==> config.mk <==
export PLATFORM = sky130hd
export DESIGN_NAME = countdown_timer16
export DESIGN_NICKNAME = d
export VERILOG_FILES = /design/src/rtl/timer_pkg.sv /design/src/rtl/dec16.sv /design/src/rtl/countdown_timer16.sv
export SDC_FILE = /design/constraint.sdc
export NUM_CORES = 1
export LEC_CHECK = 0
export CAP_MARGIN = 20
export CELL_PAD_IN_SITES_DETAIL_PLACEMENT = 0
export CELL_PAD_IN_SITES_GLOBAL_PLACEMENT = 2
export CORE_MARGIN = 4
export CORE_UTILIZATION = 24
export DETAILED_ROUTE_END_ITERATION = 16
export GPL_ROUTABILITY_DRIVEN = 1
export GPL_TIMING_DRIVEN = 0
export HOLD_SLACK_MARGIN = 0.06
export PLACE_DENSITY = 0.89
export SYNTH_ARGS = -nofsm -noshare
export SYNTH_HDL_FRONTEND = slang
export SYNTH_SLANG_ARGS = --single-unit
==> constraint.sdc <==
create_clock -name clk -period 2.45 [get_ports clk]
set_input_delay 0.735 -clock clk [delete_from_list [all_inputs] [get_ports clk]]
set_output_delay 0.735 -clock clk [all_outputs]
set_load 0.02 [all_outputs]
==> src/rtl/timer_pkg.sv <==
// timer_pkg: shared state encoding and default width for the countdown timer
package timer_pkg;
  localparam int DEF_WIDTH = 16;
  typedef enum logic [1:0] {
    IDLE    = 2'd0,
    RUN     = 2'd1,
    EXPIRED = 2'd2
  } state_t;
endpackage

==> src/rtl/dec16.sv <==
// dec16: combinational decrement, modulo 2^WIDTH
module dec16 #(
  parameter int WIDTH = 16
) (
  input  logic [WIDTH-1:0] val,
  output logic [WIDTH-1:0] res
);
  assign res = val - WIDTH'(1);
endmodule

==> src/rtl/countdown_timer16.sv <==
// countdown_timer16: loadable down-counting timer with done pulse, sticky flag and optional auto-reload
module countdown_timer16
  import timer_pkg::*;
#(
  parameter int WIDTH       = DEF_WIDTH,
  parameter bit AUTO_RELOAD = 1'b0
) (
  input  logic             clk,
  input  logic             reset,
  input  logic             load,
  input  logic [WIDTH-1:0] load_val,
  input  logic             start,
  input  logic             pause,
  input  logic             ack,
  output logic [WIDTH-1:0] count,
  output logic             busy,
  output logic             done,
  output logic             done_flag
);
  state_t           state, state_n;
  logic [WIDTH-1:0] reload, reload_n, count_n, count_dec;
  logic             done_set;
  dec16 #(.WIDTH(WIDTH)) u_dec (
    .val(count),
    .res(count_dec)
  );
  always_comb begin
    state_n  = state;
    count_n  = count;
    reload_n = reload;
    done_set = 1'b0;
    if (load) begin
      count_n  = load_val;
      reload_n = load_val;
      state_n  = IDLE;
    end else if (start && state != RUN) begin
      state_n  = (count == '0) ? EXPIRED : RUN;
      done_set = (count == '0);
    end else if (state == RUN && !pause) begin
      // count==1 is the terminal edge; the RUN path never sees 0
      done_set = (count == WIDTH'(1));
      count_n  = (done_set && AUTO_RELOAD) ? reload : count_dec;
      state_n  = (done_set && !AUTO_RELOAD) ? EXPIRED : RUN;
    end
  end
  always_ff @(posedge clk) begin
    if (reset) begin
      state     <= IDLE;
      count     <= '0;
      reload    <= '0;
      busy      <= 1'b0;
      done      <= 1'b0;
      done_flag <= 1'b0;
    end else begin
      state     <= state_n;
      count     <= count_n;
      reload    <= reload_n;
      busy      <= (state_n == RUN);
      done      <= done_set;
      done_flag <= done_set | (done_flag & ~ack);
    end
  end
endmodule

======== Yosys cells after proc, flatten, opt, wreduce, memory -nomap -nowiden ========
Index checks and enable logic that the tools add are counted.
W data, S select, Z words.
word-level totals
  flip-flop bits (word level) ............. 21
  latch bits .............................. 0
  bits in writable memories ............... 0
  bits in read-only memories .............. 0
  bits of input ports ..................... 22
  output and inout port bits .............. 19
  memories ................................ 0
operators by class
  add/sub/neg operators ................... 1
  multipliers ............................. 0
  div/mod/pow operators ................... 0
  $lt $le $gt $ge ......................... 0
  equality and inequality tests ........... 5
  shift-type cells ........................ 0
  multiplexer cells ....................... 11
  bitwise operators ....................... 3
  reductions and logical operators ........ 6
operator list
  kind                     count
  $mux W16                 3
  $eq A16 B1 Y1 const B    1
  $logic_not A16 Y1        1
  $sub A16 B1 Y16 const B  1
  $mux W2                  5
  $eq A2 B1 Y1 const B     2
  $mux W1                  3
  $logic_and A1 B1 Y1      2
  $ne A2 B1 Y1 const B     1
  $ne A2 B2 Y1 const B     1
  $reduce_and A2 Y1        1
  $reduce_bool A2 Y1       1
  $and A1 B1 Y1            1
  $logic_not A1 Y1         1
  $not A1 Y1               1
  $or A1 B1 Y1             1

======== Depth between registers and ports, before layout ========
Gate-level depths: netlist (run 1).
  depth in word-level cells ............... 6
  gate-level depth with buffers ........... 6

======== Hierarchy ========
Synthesis (run 1) repeated with hierarchy kept, for this count alone.
second synthesis, totals
  cells, all modules ...................... 138
  area, all modules ....................... 1326.3 um^2
modules (own cells, without submodules)
  module             instances  cells each  area an instance (um^2)  sequential area each (um^2)
  countdown_timer16  1          98          1056.0                   420.4
  dec16              1          40          270.3                    0.0

======== Worst setup path after synthesis (run 1) ========
OpenSTA, ideal clock, no wires.
  path type ............................... input-to-reg
  start ................................... in pause
  end ..................................... reg count[15]
  data arrival time ....................... 2.234 ns
  required time ........................... 2.359 ns
  path slack .............................. 0.125 ns
  stages .................................. 5
  path buffers ............................ 1
  path through ............................ or4b_1 -> or2_1 -> clkbuf_1 -> or4_1 -> a311oi_1
on the way
  word-level cells in the longest chain between the ends .. 4
ends and longest elaborated chain
  what                          line                     source
  from (decl)                   countdown_timer16.sv:13  input logic pause,
  $logic_not A1 Y1              countdown_timer16.sv:39  end else if (state == RUN && !pause) begin
  $logic_and A1 B1 Y1           countdown_timer16.sv:39
  $reduce_bool A2 Y1 (no line)  -
  $reduce_and A2 Y1 (no line)   -
  to (signal assigned)          countdown_timer16.sv:56  count <= count_n;
  to (decl)                     countdown_timer16.sv:15  output logic [WIDTH-1:0] count,
Every way passes these cells.
A chain may end at the register's enable or synchronous reset.

======== Worst setup path in the final report (run 1) ========
Ends and elaborated chain as after synthesis.

==> results.py, run 1 <==
metrics = {
    "critical_path": {
        "cp-start-kind": "input port",
        "worst-r2r-cell-count": 4,
        "r2r_end": "count[15]",
        "cp.required_ns": 2.63,
        "r2r-start": "count[8]",
        "rrSetupSlack_ns": 0.28,
        "crit_arrival_ns": 2.54,
        "crit_path_max_fanout": 6,
        "end_kind": "register",
        "critPathKind": "in2reg",
    },
    "clocking": {
        "path_clk_slew_ns": 0.07,
        "cts_setup_buffers": 0,
        "cts_root_buf": "clkbuf_8",
        "tritoncts": "yes",
        "cts_buffer_depth": 2,
        "cts_buffers": 3,
        "clock-sinks": 21,
        "htree_levels": 1,
        "clock_latency_ns": 0.27,
    },
    "floorplanning": {
        "dieArea_um2": 5840,
        "rows": 24,
        "core-area_um2": 4440,
        "start_util": 0.253,
        "die_w_um": 76.4,
        "pin_count": 41,
        "die_h_um": 76.4,
    },
    "power_and_ir_drop": {
        "clkPwrFrac": 0.283,
        "seqPwrFrac": 0.472,
        "leakagePower_nw": 0.549,
        "p_sw_frac": 0.301,
        "combPwrFrac": 0.245,
        "power.density_nw_per_um2": 510,
        "p_sw_uw": 250,
        "peakVddDrop_uv": 192,
        "p_int_uw": 580,
    },
    "grt": {
        "grt_util_all_layers": 0.117,
        "grt_pass1_wl_mm": 5.65,
        "grt_start_max_net_pins": 13,
        "overflow": 0,
        "antenna_found_initial": 0,
        "grt_pass1_vias": 1212,
    },
    "routing": {
        "initialDrtViolationCount": 50,
        "wire_per_inst_um": 14.5,
        "drt_wl_total_mm": 3.33,
        "postRouteAntennaNets": 0,
        "first_pass_iters": 4,
        "via_count": 1138,
        "via_per_inst": 4.97,
        "post-route-drc-count": 0,
    },
    "synth": {
        "synthesis.area_um2": 1120,
        "async_flop_share": 0,
        "synth.avg_cell_area_um2": 8.26,
        "ys_warn_count": 0,
        "ys_seq_area_frac": 0.374,
        "synth_cell_types": 40,
        "syn_inst": 136,
        "ys_ff_latch": 21,
        "synth_edf_count": 0,
        "syn_nets": 160,
        "synth_flop_cell": "dfxtp_1",
    },
    "timing": {
        "max_slew.worst_pin.slew_ns": 0.678,
        "finalHoldViolCount": 0,
        "skew_ns": 0.00783,
        "fmax_mhz": 422,
        "fin_crit_ns": 2.37,
        "rsz0062_at_grt": "false",
        "drv_slew": 0,
        "finalCritPeriodShare": 0.966,
        "maxSlewHeadroom": 0.544,
        "setup_viol": 0,
        "whs_ns": 0.460,
    },
    "min_path": {
        "hold_end": "done_flag",
        "hold_path_depth": 2,
        "hp-start": "done_flag",
        "hold_class": "reg2reg",
    },
    "cells_and_area": {
        "nets": 202,
        "postLayoutCoreUtil": 0.366,
        "diodes": 0,
        "syn_to_final_growth_pct": 44.8,
        "drive_gt1_frac": 0.0621,
        "fillers": 466,
        "mostFrequentLayoutCell": "clkdlybuf4s50_1",
        "final_cell_mix": "clkdlybuf4s50_1, dfxtp_1, nor2_1",
    },
    "placed_design": {
        "gp_congestion": 0.797,
        "hpwl_mm": 2.58,
        "portBuffers": 38,
    },
    "job": {
        "drv_cap": 0,
    },
    "status": {
        "outcome": "finished, final reports clean",
    },
}
-- timing repair --
action	CTS	global route
setup endpoints to repair	6	2
hold buffers	0	0
hold endpoints to repair	0	0
gates resized for setup	3	1
-- synth_stat cells (all sizes together), types with 3 or more instances --
master	instances	area, µm²
o21ai	4	20.0
nand2b	3	18.8
nand3	5	25.0
or4	3	26.3
a211oi	6	45.0
xnor2	4	35.0
or3	6	43.8
nor2	18	67.6
inv	3	11.3
a21oi	5	25.0
clkbuf	5	18.8
nor3	3	15.0
a311oi	5	43.8
nor4	4	25.0
xor2	5	43.8
dfxtp	21	420
nand2	10	37.5
-- per-layer routing --
layer / GRT usage / up-vias / share of wire
met4: 0.0525 / 0 / 0.018
met5: 0 / - / 0
li1: - / 583 / -
met1: 0.148 / 519 / 0.47
met3: 0.0248 / 5 / 0.051
met2: 0.190 / 31 / 0.46
-- power by group through the flow --
stage	combinational [mW]	sequential [mW]	clock, mW
final	0.204	0.391	0.235
after global routing	0.222	0.396	0.262
after CTS	0.204	0.390	0.245
after detailed placement	0.203	0.398	0
after global placement	0.200	0.397	0
after floorplan	0.0865	0.416	0
-- worst max-delay path by stage --
stage	slack (ns)	cells past startpoint	endpoint	startpoint
after CTS	0.02	6	count[15]	pause
after floorplan	0.13	5	count[15]	pause
after global placement	-0.51	5	count[10]	pause
final	0.08	5	count[15]	pause
after detailed placement	-0.56	5	count[10]	pause
after global routing	0.02	5	count[15]	pause
-- area by class of cell --
class / instances / area (µm²) / area share
clock inverter: 1 / 5.00 / 0.00308
clock buffer: 3 / 41.3 / 0.0254
multi-input combinational: 105 / 682 / 0.419
timing repair buffer: 38 / 379 / 0.233
inverter: 4 / 15.0 / 0.00923
buffer: 5 / 18.8 / 0.0115
tap: 52 / 65.1 / 0.0400
sequential: 21 / 420 / 0.258
-- critical path, cell delays in order --
cell and delay (ns):
dlygate4sd2_1 0.29, or4b_4 0.53, or2_1 0.32, or4_1 0.41, a311oi_1 0.25
-- logic make-up (layout without fill, tap and decap cells) --
kind of cell               count (synthesis)  after routing  share of synthesized area
and+or+nand+nor                           64             64                      0.312
AOI/OAI and AO/OA                         30             30                      0.188
DFF                                       21             21                      0.374
buffers and inverters                     10             51                     0.0334
xor gates and xnor gates                   9              9                     0.0702
adders and majority gates                  2              2                     0.0223
-- through the flow --
| step | TNS, ns | worst slack [ns] | power, mW | area [µm²] | cells |
|---|---|---|---|---|---|
| floorplan | 0 | 0.125 | 0.502 | 1120 | 136 |
| global placement | -3.25 | -0.514 | 0.597 | 1570 | 226 |
| detailed placement | -3.41 | -0.557 | 0.601 | 1570 | 226 |
| CTS | 0 | 0.0234 | 0.840 | 1620 | 230 |
| global route | 0 | 0.0180 | 0.879 | 1630 | 229 |
| finish | 0 | 0.0827 | 0.830 | 1630 | 229 |
-- sequential cells by signal, indices dropped and copies added (netlist names) --
name       flops
done           1
busy           1
count         16
state          2
done_flag      1
No activity file was read; power rests on OpenSTA's default activity.
==> inputs of run 2 (changes only) <==
CORE_MARGIN = 2   (was 4)
CORE_UTILIZATION = 27   (was 24)
MAX_ROUTING_LAYER = met4   (was default)
SYNTH_HIERARCHICAL = 1   (was default)
==> run 2 against run 1 <==
Via count fell by 4.7%. Largest power group unchanged. Count of clock-buffer cells in the layout is the same. Sequential power is 1% higher. Final cell count up 7.9%. Worst hold slack improved by 0.034 ns. Sequential cell count unchanged. Power up 7.6%.
==> results.py, run 2 <==
metrics = {
    "clocking": {
        "htree_levels": 1,
        "clock-sinks": 21,
        "path_clk_slew_ns": 0.09,
        "cts_root_buf": "clkbuf_8",
        "cts_buffers": 3,
        "cts.repair.resized": 0,
        "clock_latency_ns": 0.26,
        "cts_buffer_depth": 2,
        "cts_setup_buffers": 0,
        "holdBufCountCts": 0,
        "tritoncts": "yes",
    },
    "critical_path": {
        "crit_buf_inv": 1,
        "cp_slowest_cell": "clkdlybuf4s50_1",
        "crit_path_max_fanout": 9,
        "worst-r2r-cell-count": 7,
        "cp.required_ns": 1.71,
        "slowest_delay_ns": 0.67,
        "rrSetupSlack_ns": 0.50,
        "end_kind": "primary output",
        "worstPathCellList": "clkdlybuf4s50_1",
        "r2r-start": "count[5]",
        "r2r_end": "count[15]",
        "crit_arrival_ns": 1.46,
        "critPathKind": "reg2out",
        "cp-start-kind": "register",
        "cp_top_family": "buffers and inverters",
    },
    "routing": {
        "first_pass_iters": 4,
        "wl_met3_um": 156,
        "drt_wl_total_mm": 2.98,
        "initialDrtViolationCount": 27,
        "post-route-drc-count": 0,
        "wl_met2_mm": 1.27,
        "via_per_inst": 4.39,
        "via_count": 1085,
        "wl_met1_mm": 1.54,
        "postRouteAntennaNets": 0,
        "top_layer_used": "met4",
        "wire_per_inst_um": 12.1,
    },
    "floorplanning": {
        "start_util": 0.281,
        "dieArea_um2": 5490,
        "pin_count": 41,
        "die_w_um": 74.1,
        "core-area_um2": 4720,
        "die_h_um": 74.1,
        "rows": 25,
    },
    "timing": {
        "finalHoldViolCount": 0,
        "fin_crit_ns": 2.19,
        "skew_ns": 0.00876,
        "maxSlewHeadroom": 0.763,
        "finalCritPeriodShare": 0.894,
        "drv_slew": 0,
        "setup_viol": 0,
        "rsz0062_at_grt": "false",
        "max_slew.worst_pin.slew_ns": 0.352,
        "fmax_mhz": 456,
        "setup_tns_ns": 0,
    },
    "power_and_ir_drop": {
        "leakagePower_nw": 0.779,
        "seqPwrFrac": 0.442,
        "p_sw_uw": 270,
        "p_int_uw": 623,
        "combPwrFrac": 0.294,
        "p_sw_frac": 0.303,
        "peakVddDrop_uv": 315,
        "power.density_nw_per_um2": 486,
        "clkPwrFrac": 0.264,
    },
    "synth": {
        "synth_flop_cell": "dfxtp_1",
        "async_flop_share": 0,
        "synth_cell_types": 30,
        "synth_edf_count": 0,
        "synth_top_cell_area_share": 0.317,
        "syn_inst": 138,
        "synth_area_leaders": "dfxtp_1, mux2i_1, mux2_4",
        "yosys.area.top_type": "dfxtp_1",
        "ys_warn_count": 6,
        "synth_most_common_cell": "nor2_1",
        "syn_nets": 161,
        "ys_top_cells_by_count": "nor2_1, dfxtp_1, mux2i_1, xor2_1",
        "ys_seq_area_frac": 0.317,
        "synth.avg_cell_area_um2": 9.61,
        "ys_ff_latch": 21,
        "synthesis.area_um2": 1330,
    },
    "cells_and_area": {
        "final_cell_area_um2": 1840,
        "nets": 204,
        "final_cell_mix": "clkdlybuf4s50_1, nor2_1, dfxtp_1",
        "largest_register_ffs": 16,
        "diodes": 0,
        "fillers": 506,
        "drive_gt1_frac": 0.172,
        "multi_input_area_um2": 828,
        "largest_register": "count",
        "final-seq-area_um2": 420,
        "top_regs": "count x16, state x2",
        "mostFrequentLayoutCell": "clkdlybuf4s50_1",
        "syn_to_final_growth_pct": 38.5,
    },
    "placed_design": {
        "gp_congestion": 0.678,
        "dpl_cell_area_um2": 1790,
        "hpwl_mm": 2.16,
        "portBuffers": 38,
    },
    "min_path": {
        "hold_class": "reg2reg",
        "hp-start": "done_flag",
        "hold_path_depth": 2,
        "hold_end": "done_flag",
    },
    "grt": {
        "grt_start_max_net_pins": 13,
        "grt_util_all_layers": 0.118,
        "overflow": 0,
        "antenna_found_initial": 0,
        "grt_pass1_vias": 1019,
        "grt_pass1_wl_mm": 4.81,
    },
    "job": {
        "drv_cap": 0,
    },
    "status": {
        "outcome": "finished, final reports clean",
    },
}
-- run 2: cell types whose count changed after synthesis, moves of 4 or more --
cell | previous run | this run
mux2_2 | 0 | 8
or3_1 | 4 | 0
a211oi_1 | 6 | 0
mux2_4 | 0 | 8
nand3_1 | 5 | 1
a311oi_1 | 5 | 0
xor2_1 | 5 | 10
clkbuf_1 | 5 | 0
nor2_1 | 18 | 23
mux2i_1 | 0 | 16
-- run 2: tightest hold or removal path, delay by kind of cell, from the launching register on --
kind,cells,cell delay (ns)
and+or+nand+nor,1,0.06
AOI/OAI and AO/OA,1,0.07
DFF,1,0.32
-- run 2: cells by family (layout without fill, tap and decap cells) --
logic type      count (synthesis)  after routing  synth area share
compound gates                  8              8            0.0396
flops                          21             21             0.317
xor+xnor                       13             13            0.0858
simple gates                   53             53             0.210
buf+inv                        10             52            0.0585
fa+ha+maj                       1              1           0.00943
mux                            32             32             0.279
-- run 2: worst max path at each step --
stage / cells after the start / to / from
after floorplan: 6 / count[15] / count[12]
after global placement: 7 / count[5] / pause
after detailed placement: 7 / count[5] / pause
after CTS: 1 / count[0] / count[0]
after global routing: 1 / count[0] / count[0]
final: 1 / count[0] / count[0]
-- run 2: cell type report --
cell class / count / area share
clock buffers: 3 / 0.0225
inverters: 4 / 0.00817
plain buffers: 6 / 0.0341
well taps: 67 / 0.0456
repair buffers: 38 / 0.207
flip-flops and latches: 21 / 0.229
clock inverters: 1 / 0.00272
multi-input cells: 107 / 0.451
-- run 2: per-stage QoR --
step	total power, mW	hold slack [ns]	utilization	worst slack, ns	std cells
2_1_floorplan	0.568	0.473	-	0.670	138
3_5_place_dp	0.666	0.488	0.379	0.143	243
4_1_cts	0.905	0.503	0.389	0.241	247
5_1_grt	0.946	0.534	0.389	0.190	247
3_3_place_gp	0.665	0.483	0.379	0.139	243
6_report	0.893	0.494	0.389	0.259	247
-- run 2: power groups by stage --
stage	logic [mW]	registers [mW]	clock network, mW
3_5_place_dp	0.263	0.403	0
2_1_floorplan	0.150	0.419	0
5_1_grt	0.288	0.400	0.258
3_3_place_gp	0.262	0.403	0
4_1_cts	0.265	0.395	0.245
6_report	0.262	0.395	0.236
-- run 2: layer usage --
metal,global-route usage,up-vias
met1,0.157,492
met3,0.0298,2
li1,-,564
met4,0.0242,0
met2,0.182,27
met5,-,-
==> inputs of run 3 (changes only) <==
CTS_CLUSTER_DIAMETER = 100   (was default)
==> results of run 3 <==
Same layout as run 2: the final DEF is identical, and so are final timing and power.
